File: src/rtl/kmap_scanner.sv
// Exhaustive truth-table capture for a 4-input combinational function stage:
// sweeps every x code, samples f after DWELL cycles, commits table and popcount.
module kmap_scanner #(
   parameter int unsigned DWELL = 1,
   parameter bit          GRAY  = 1'b0
) (
   input  logic        clk_i,
   input  logic        resetn_i,
   input  logic        start_i,
   output logic [4:1]  x_o,
   input  logic        f_i,
   output logic        busy_o,
   output logic        done_o,
   output logic [15:0] table_o,
   output logic [4:0]  ones_count_o
);

   typedef enum logic [1:0] {
      S_IDLE,
      S_SCAN,
      S_DONE
   } state_t;

   localparam logic [3:0] DWELL_LAST = 4'(DWELL - 1);

   state_t      state_q;
   logic [3:0]  step_q;
   logic [3:0]  dwell_q;
   logic [3:0]  x_q;
   logic [15:0] shadow_q;
   logic [15:0] table_q;
   logic [4:0]  ones_q;
   logic        busy_q;
   logic        done_q;

   logic [3:0]  step_d;
   logic [3:0]  code_d;
   logic        sample_edge;
   logic [15:0] shadow_d;
   logic [4:0]  ones_d;

   // shadow_d already carries the bit sampled on this edge, so the commit on
   // the final step includes it without an extra cycle.
   always_comb begin
      step_d      = step_q + 4'd1;
      code_d      = GRAY ? (step_d ^ (step_d >> 1)) : step_d;
      sample_edge = (dwell_q == DWELL_LAST);
      shadow_d    = shadow_q;
      shadow_d[x_q] = f_i;
      ones_d      = '0;
      for (int unsigned i = 0; i < 16; i++) begin
         ones_d = ones_d + 5'(shadow_d[i]);
      end
   end

   always_ff @(posedge clk_i) begin
      if (!resetn_i) begin
         state_q  <= S_IDLE;
         step_q   <= '0;
         dwell_q  <= '0;
         x_q      <= '0;
         shadow_q <= '0;
         table_q  <= '0;
         ones_q   <= '0;
         busy_q   <= 1'b0;
         done_q   <= 1'b0;
      end else begin
         case (state_q)
            S_IDLE, S_DONE: begin
               done_q <= 1'b0;
               if (start_i) begin
                  state_q  <= S_SCAN;
                  busy_q   <= 1'b1;
                  step_q   <= '0;
                  dwell_q  <= '0;
                  shadow_q <= '0;
                  x_q      <= '0;
               end else begin
                  state_q <= S_IDLE;
               end
            end
            S_SCAN: begin
               if (sample_edge) begin
                  shadow_q <= shadow_d;
                  dwell_q  <= '0;
                  if (step_q == 4'd15) begin
                     state_q <= S_DONE;
                     table_q <= shadow_d;
                     ones_q  <= ones_d;
                     x_q     <= '0;
                     busy_q  <= 1'b0;
                     done_q  <= 1'b1;
                  end else begin
                     step_q <= step_d;
                     x_q    <= code_d;
                  end
               end else begin
                  dwell_q <= dwell_q + 4'd1;
               end
            end
            default: begin
               state_q <= S_IDLE;
               busy_q  <= 1'b0;
               done_q  <= 1'b0;
            end
         endcase
      end
   end

   assign x_o          = x_q;
   assign busy_o       = busy_q;
   assign done_o       = done_q;
   assign table_o      = table_q;
   assign ones_count_o = ones_q;

endmodule

File: config.mk
export PLATFORM = sky130hd
export DESIGN_NAME = kmap_scanner
export DESIGN_NICKNAME = d
export VERILOG_FILES = /design/src/rtl/kmap_scanner.sv
export SDC_FILE = /design/constraint.sdc
export NUM_CORES = 1
export LEC_CHECK = 0
export BUFFER_PORTS_ARGS = -buffer_cell sky130_fd_sc_hd__buf_4
export CORE_ASPECT_RATIO = 1.75
export CORE_MARGIN = 4
export CORE_UTILIZATION = 40
export DETAILED_ROUTE_END_ITERATION = 12
export MAX_ROUTING_LAYER = met4
export PLACE_DENSITY_LB_ADDON = 0.15
export SYNTH_ARGS = -nofsm -noshare
export SYNTH_HDL_FRONTEND = slang
export SYNTH_SLANG_ARGS = --single-unit
File: constraint.sdc
create_clock -name clk_i -period 9.65 [get_ports clk_i]
set_clock_uncertainty 0.1 [all_clocks]
set_input_delay 1.4475 -clock clk_i [delete_from_list [all_inputs] [get_ports clk_i]]
set_output_delay 1.4475 -clock clk_i [all_outputs]
set_load 0.1 [all_outputs]
# [Word-level counts from Yosys, hierarchy flattened]
# Index checks and enable logic that the tools add are counted.
[op_classes] add_sub_neg=17 mul=0 div=0 order_cmp=2 eq_ne=7 shift=0 n_mux=23 n_bitwise=0 n_reduce_logical=13
[ops] operator="5-bit by 1-bit adder with 5-bit output" count=11
[ops] operator="16-bit two-way mux" count=2
[ops] operator="16-bit case mux with 2 select lines" count=1
[ops] operator="4-bit two-way mux" count=6
[ops] operator="4-bit case mux with 2 select lines" count=3
[ops] operator="16-bit bitwise mux" count=1
[ops] operator="3-bit AND reduction" count=3
[ops] operator="4-bit by 1-bit adder with 4-bit output (second input constant)" count=2
[ops] operator="2-bit inequality test (second input constant)" count=4
[ops] operator="2-bit AND reduction" count=4
[ops] operator="4-bit by 1-bit adder with 5-bit output" count=1
[ops] operator="4-bit by 5-bit less-than comparator with 1-bit output (second input constant)" count=1
[ops] operator="1-bit two-way mux" count=5
[ops] operator="3-bit by 1-bit adder with 4-bit output" count=1
[ops] operator="1-bit demux with 4-bit select" count=1
[ops] operator="4-bit equality test (second input constant)" count=1
[ops] operator="4-bit by 1-bit >= comparator with 1-bit output (second input constant)" count=1
[ops] operator="4-bit zero test" count=1
[ops] operator="2-bit two-way mux" count=2
[ops] operator="2-bit case mux with 2 select lines" count=1
[ops] operator="4-bit AND reduction" count=1
[ops] operator="2-bit by 1-bit adder with 3-bit output" count=1
[ops] operator="1-bit by 1-bit adder with 2-bit output" count=1
[ops] operator="2-bit by 1-bit equality test with 1-bit output (second input constant)" count=1
[ops] operator="other kinds (6)" count=6
[totals] register_bits=53 latchBits=0 ramBits=0 rom_bits=0 input_bits=4 out_inout_bits=27 wordCells=71 memories=0

# [Longest topological paths before layout]
# Gate-level depths: netlist of run 1.
[depth] depth_word=20 ltp_mapped=17 depth_no_buf=16

# [Worst setup path after synthesis of run 1]
# OpenSTA, ideal clock, no wires.
[synth_path] kind="reg2reg" from="reg x_q[0], in the netlist x_o[1]" to="reg ones_q[4], in the netlist ones_count_o[4]" setup_time_ns=0.070 arrival_ns=4.884 t_required_ns=9.480 path_slack_ns=4.596 stages_incl_launch_ff=17 path_buffers=1 period_less_slack_ns=5.054 path_cell_list="dfxtp_1 -> buf_2 -> nor4b_2 -> mux2i_1 -> inv_1 -> fa_1 -> inv_1 -> fa_1 -> fa_1 -> fa_1 -> inv_1 -> ha_1 -> inv_1 -> fa_1 -> nor2b_1 -> o211ai_1 -> a21boi_1"
[synth_via] elab_chain_len=20 word_cells_on_any_way=21 classes_between="add/sub (15); order compare (2); mux (3); reduce/logical (1)"
[synth_rtl] element="from (decl)" line_no="29" rtl="logic [3:0] x_q;"
[synth_rtl] element="from (signal assigned)" line_no="95" rtl="x_q <= code_d;"
[synth_rtl] element="4-bit by 5-bit less-than comparator with 1-bit output (implied by the code) / 4-bit by 1-bit >= comparator with 1-bit output (equally long branches)" line_no="49" rtl="shadow_d[x_q] = f_i;"
[synth_rtl] element="1-bit logical AND (implied by the code)" line_no="49"
[synth_rtl] element="1-bit two-way mux (implied by the code)" line_no="49"
[synth_rtl] element="1-bit demux with 4-bit select (*)" line_no="49"
[synth_rtl] element="16-bit bitwise mux (*)" line_no="49"
[synth_rtl] element="named net shadow_d[1]" line_no="39" rtl="logic [15:0] shadow_d;"
[synth_rtl] element="1-bit by 1-bit adder with 2-bit output (*)" line_no="52" rtl="ones_d = ones_d + 5'(shadow_d[i]);"
[synth_rtl] element="2-bit by 1-bit adder with 3-bit output (*)" line_no="52"
[synth_rtl] element="3-bit by 1-bit adder with 4-bit output (*)" line_no="52"
[synth_rtl] element="4-bit by 1-bit adder with 5-bit output (*)" line_no="52"
[synth_rtl] element="5-bit by 1-bit adder with 5-bit output (*) (11 in a row)" line_no="52"
[synth_rtl] element="to (signal assigned)" line_no="89" rtl="ones_q <= ones_d;"
[synth_rtl] element="to (decl)" line_no="32" rtl="logic [4:0] ones_q;"
# Mark *: on every way through the listed nets, which the timed path passes. The rest lies on a longest branch.
# A chain may end at the register's enable or synchronous reset.

# [Worst setup path in the final report of run 1]
[layout_path] from="in f_i" to="reg ones_q[4], in the netlist ones_count_o[4]"
[layout_via] word_cells_on_any_way=16 classes_between="add/sub (15); mux (1)"
[layout_lines] element="from (decl)" line_no="11" rtl="input logic f_i,"
[layout_lines] element="16-bit bitwise mux" line_no="49"
[layout_lines] element="named net shadow_d[15]" line_no="39"
[layout_lines] element="5-bit by 1-bit adder with 5-bit output" line_no="52"
# The timed path passes the listed nets, and every way through them passes these cells.

==> results of run 1 <==
worst register-to-register path: cells and delay by family, from the launching register on:
kind | cells | cell delay [ns]
AND/OR/NAND/NOR | 2 | 0.59
buffers and inverters | 4 | 0.28
flip-flops | 1 | 0.71
multiplexers | 1 | 0.34
adder cells (fa/ha/maj) | 6 | 2.53
AO/OA/AOI/OAI | 2 | 0.24
sequential cells by signal (all words and copies together) (netlist names):
register and cells:
table_o 16, x_o 4, shadow_q 16, dwell_q 4
step_q 4, ones_count_o 5, done_o 1, busy_o 1
state_q 2
placed cells by master (no fill, tap or decap), drive strengths merged, types with 6 or more instances in the layout:
| master | instances |
|---|---|
| o2bb2ai | 17 |
| a21boi | 9 |
| mux2i | 16 |
| o211a | 17 |
| fa | 10 |
| a21oi | 7 |
| ha | 8 |
| clkbuf | 6 |
| and2 | 17 |
| dfxtp | 53 |
| nand2 | 32 |
| buf | 32 |
| inv | 25 |
layout make-up:
type,instances,area (um2),area share
Multi-Input combinational cell,196,1600,0.493
Sequential cell,53,1060,0.327
Timing Repair Buffer,32,240,0.0739
Clock buffer,6,139,0.0427
Tap cell,84,105,0.0323
Inverter,25,93.8,0.0289
Clock inverter,1,7.51,0.00231
layer usage:
layer  vias up  global-route usage  wire [um]  part of all wire
li1       1060                   -          -                 -
met4         0              0.0506        142             0.022
met1      1017               0.180       2620              0.41
met2        27               0.296       3470              0.55
met5         -                   -          0                 0
met3         8              0.0210        135             0.021
cell families after synthesis:
family          synth area share
buf+inv                   0.0668
simple gates               0.199
fa+ha+maj                  0.105
flops                      0.373
compound gates             0.187
xor+xnor                  0.0123
mux                       0.0562
per-stage QoR:
stage	cell area, um2	utilization	std cells	hold slack [ns]	power [mW]
after global placement	3100	0.449	390	0.345	0.263
after CTS	3250	0.470	397	0.358	0.445
after detailed placement	3100	0.449	390	0.351	0.264
final	3250	0.470	397	0.357	0.438
after floorplan	2850	-	294	0.362	0.254
after global routing	3250	0.470	397	0.376	0.455
power groups by stage:
stage	sequential (mW)	combinational, mW	clock, mW
detailed placement	0.228	0.0353	0
floorplan	0.233	0.0216	0
global route	0.224	0.0390	0.192
global placement	0.228	0.0348	0
finish	0.223	0.0348	0.180
CTS	0.223	0.0354	0.186
worst min-delay path by stage:
stage / from / end
floorplan: step_q[3] / step_q[3]
global placement: ones_count_o[0] / ones_count_o[0]
detailed placement: ones_count_o[0] / ones_count_o[0]
CTS: ones_count_o[2] / ones_count_o[2]
global route: ones_count_o[2] / ones_count_o[2]
finish: ones_count_o[0] / ones_count_o[0]
==> results.tsv, run 1 <==
metric	value	unit
async_flop_share	0	
crit_end	ones_count_o[4]	
ctsResizeCount	0	
synth_area_leaders	dfxtp_1 (37%), fa_1 (7.0%), o211a_1 (6.0%)	
cts.hold.buffers_added	0	
pwr-share-clk	0.410	
vdd_drop_max	68.9	uV
synth_top_area_frac	0.373	
whs_path_depth	2	
leakagePower	1.60	nW
crit_family	adder cells	
drive_above_1_share	0.163	
grt_overflow	0	
r2r_cells	15	
grt_usage	0.162	
post-route-min-period	5.05	ns
drt-pass1-iter-count	4	
hold_path.class	reg2reg	
yosys.area.top_type	dfxtp_1	
startpoint	f_i	
grt_pass1_vias	2176	
synth-seq-cells	53	
dp_hpwl	4.46	mm
die_area	0.00859	mm2
worst_pin_slew	0.635	ns
ant_nets	0	
p_switching	0.106	mW
syn_to_final_growth	14.1	%
finalSetupTns	0	ns
slowest_stage	fa_1	
fp-row-count	40	
synth_warnings	0	
synth_edf_count	0	
grt_max_degree	56	
reg2reg_slack	4.80	ns
endpoint_kind	flop	
p_per_area	135	mW/mm2
start_util	0.412	
pwr-share-comb	0.079	
max_stage_delay	0.50	ns
antenna_cells	0	
synth.cell_area	0.00285	mm2
wire_per_inst	16.0	um
synth.avg_cell_area	9.69	um2
ys_types	45	
drc	0	
fill_cells	678	
crit_fanout	16	
die_h	120	um
nNetsFinal	335	
cts_buffers	5	
critPathKind	in2reg	
internal-power	0.332	mW
netlist_top_cells_count	dfxtp_1 (53), nand2_1 (31), inv_1 (25)	
status	complete, no violations	
setup_viol_count_final	0	
routed_wl	6.37	mm
synth.most_common_cell	dfxtp_1	
synth_ff_type	dfxtp_1	
path_depth	15	
sequentialPowerShare	0.510	
fmax	198	MHz
cts_setup_buffers	0	
synth_cells	294	
cts_max_level	2	
num_vias	2112	
cts_root_buffer	clkbuf_16	
cp-start-kind	input pin	
cts.clk_slew.worst_paths	0.06	ns
p_sw_frac	0.241	
drt-vias-per-instance	5.32	
grt_pass1_wl	10.9	mm
cap_viol_max_count	0	
clock-sinks	53	
finalHoldViolations	0	
syn_nets	316	
final-max-slew-violation-count	0	
seq_area_frac_synth	0.373	
r2r-start	x_o[3]	
path_cells	buf_4, mux2i_1, inv_1, fa_1, fa_1, inv_1, fa_1, fa_1, inv_1, ha_1, inv_1, fa_1, nor2b_1, o211ai_1, a21boi_1	
pre_cts_ws	4.33	ns
die_x	71.8	um
clock_latency	0.29	ns
antenna_found_initial	0	
grt_setup_unrepaired	no	
critPathBufInv	5	
worstReg2RegEnd	ones_count_o[4]	
routabilityCongestion	0.871	
clockBufferDepth	2	
drt_iter0_drc	75	
fin_crit_sh	0.523	
fp.coreArea	0.00691	mm2
cp_data_required_time	9.77	ns
numPortBuffers	30	
crit_top_cell	fa_1	
cts_tree	built	
fin_ws	4.60	ns
slew_headroom	0.576	
crit_arrival	5.17	ns
io_pins	31	
(Power assumes the default switching activity.)
==> run 2, diff against run 1 <==
clock period = 5.2 ns   (was 9.65 ns; I/O delays follow)
==> run 2 against run 1 <==
First-iteration DRC count fell by 8.0%. Highest routed layer unchanged. Critical path type is now reg2reg. Critical path depth did not move. Final area grew 1.6%. Hold slack improved by 0.0013 ns. Combinational power rose by 93%. Register-to-register slack got worse by 4.3 ns.
==> results.tsv, run 2 (synthesis results as in run 1) <==
metric	value	unit
status	complete, no violations	
cts_root_buffer	clkbuf_16	
critPathKind	reg2reg	
routabilityCongestion	0.804	
crit_fanout	18	
drive_above_1_share	0.181	
ctsResizeCount	0	
dp_hpwl	4.34	mm
fill_cells	681	
pre_cts_ws	0.491	ns
numPortBuffers	30	
postPlaceCellArea	0.00315	mm2
max_stage_delay	0.68	ns
dp.cells	396	
antenna_found_initial	0	
endpoint_kind	flop	
leakagePower	1.63	nW
start_util	0.412	
grt_max_degree	56	
fp-row-count	40	
register_area	0.00106	mm2
worst_pin_slew	0.616	ns
io_pins	31	
hold_path.class	reg2reg	
nNetsFinal	341	
fin_util	0.478	
grt_pass1_vias	2082	
clock-sinks	53	
use_met3	0.0251	
cp-start-kind	flop	
clock_latency	0.29	ns
multiInputGateArea	0.00160	mm2
routed_wl	6.17	mm
cts_setup_buffers	0	
final-max-slew-violation-count	0	
grtUsageMet2	0.273	
fp.coreArea	0.00691	mm2
grt_usage	0.157	
cts_buffers	5	
cts_max_level	2	
final_cells	404	
path_cells	nor4bb_1, mux2i_1, inv_1, fa_1, inv_1, fa_1, fa_1, fa_1, inv_1, ha_1, inv_1, fa_1, xnor2_1, nand2_1, a21boi_1	
cp_data_required_time	5.33	ns
drt_iter0_drc	69	
ant_nets	0	
fin_ws	0.515	ns
drt-pass1-iter-count	4	
finalHoldViolations	0	
power	0.826	mW
fmax	213	MHz
grt_pass1_wl	10.4	mm
cts.clk_slew.worst_paths	0.07	ns
cap_viol_max_count	0	
antenna_cells	0	
globalRouteMet1Util	0.184	
grt_setup_unrepaired	no	
die_x	71.8	um
slew_headroom	0.589	
p_per_area	250	mW/mm2
top_usage_layer	met2	
fin_crit_sh	0.901	
holdWs	0.358	ns
crit_top_cell	fa_1	
wire_per_inst	15.3	um
layout_common_cells	dfxtp_1 (53), buf_4 (38), nand2_1 (31)	
final_common_cell	dfxtp_1	
die_h	120	um
holdCritStartpoint	ones_count_o[0]	
slowest_stage	dfxtp_1	
num_vias	2126	
cts.hold.buffers_added	0	
vdd_drop_max	159	uV
setup_viol_count_final	0	
drt-vias-per-instance	5.26	
die_area	0.00859	mm2
drc	0	
crit_arrival	4.81	ns
final_area	0.00330	mm2
r2r-start	x_o[4]	
post-route-min-period	4.68	ns
finalSetupTns	0	ns
cts_tree	built	
grt_overflow	0	
clockBufferDepth	2	
startpoint	x_o[4]	
syn_to_final_growth	15.9	%
-- run 2: cell types whose count changed in the layout (fill, tap and decap cells not counted), sizes merged --
cell,delta
clkinv,+2
clkinvlp,-1
buf,+6
-- run 2: routing by layer --
layer	part of all wire	wire (um)
met5	0	0
met4	0.012	72
met3	0.024	149
met2	0.54	3360
met1	0.42	2590
-- run 2: final timing paths --
check | endpoint | slack, ns | cells after the start
setup / recovery | ones_count_o[2] | 0.52 | 15
hold reg to reg | ones_count_o[0] | 0.36 | 2
setup reg to reg | ones_count_o[2] | 0.52 | 15
hold / removal | ones_count_o[0] | 0.36 | 2
-- run 2: layout make-up --
class,instances,share of cell area
Multi-Input combinational cell,196,0.486
Sequential cell,53,0.321
Timing Repair Buffer,38,0.0864
Clock buffer,6,0.0421
Tap cell,84,0.0318
Inverter,25,0.0284
Clock inverter,2,0.00417
-- run 2: power by group --
part | leakage [nW] | switching (mW) | internal, mW
logic | 1.13 | 0.0478 | 0.0192
clock network | 0.0768 | 0.154 | 0.192
registers | 0.428 | 0.00398 | 0.409
-- run 2: worst max-delay path, delay by kind of cell, from the launching register on --
kind	cells	cell delay, ns
AO/OA/AOI/OAI	1	0.15
XOR/XNOR	1	0.14
adder cells (fa/ha/maj)	6	2.45
buffers and inverters	4	0.27
flip-flops	1	0.68
multiplexers	1	0.32
AND/OR/NAND/NOR	2	0.51
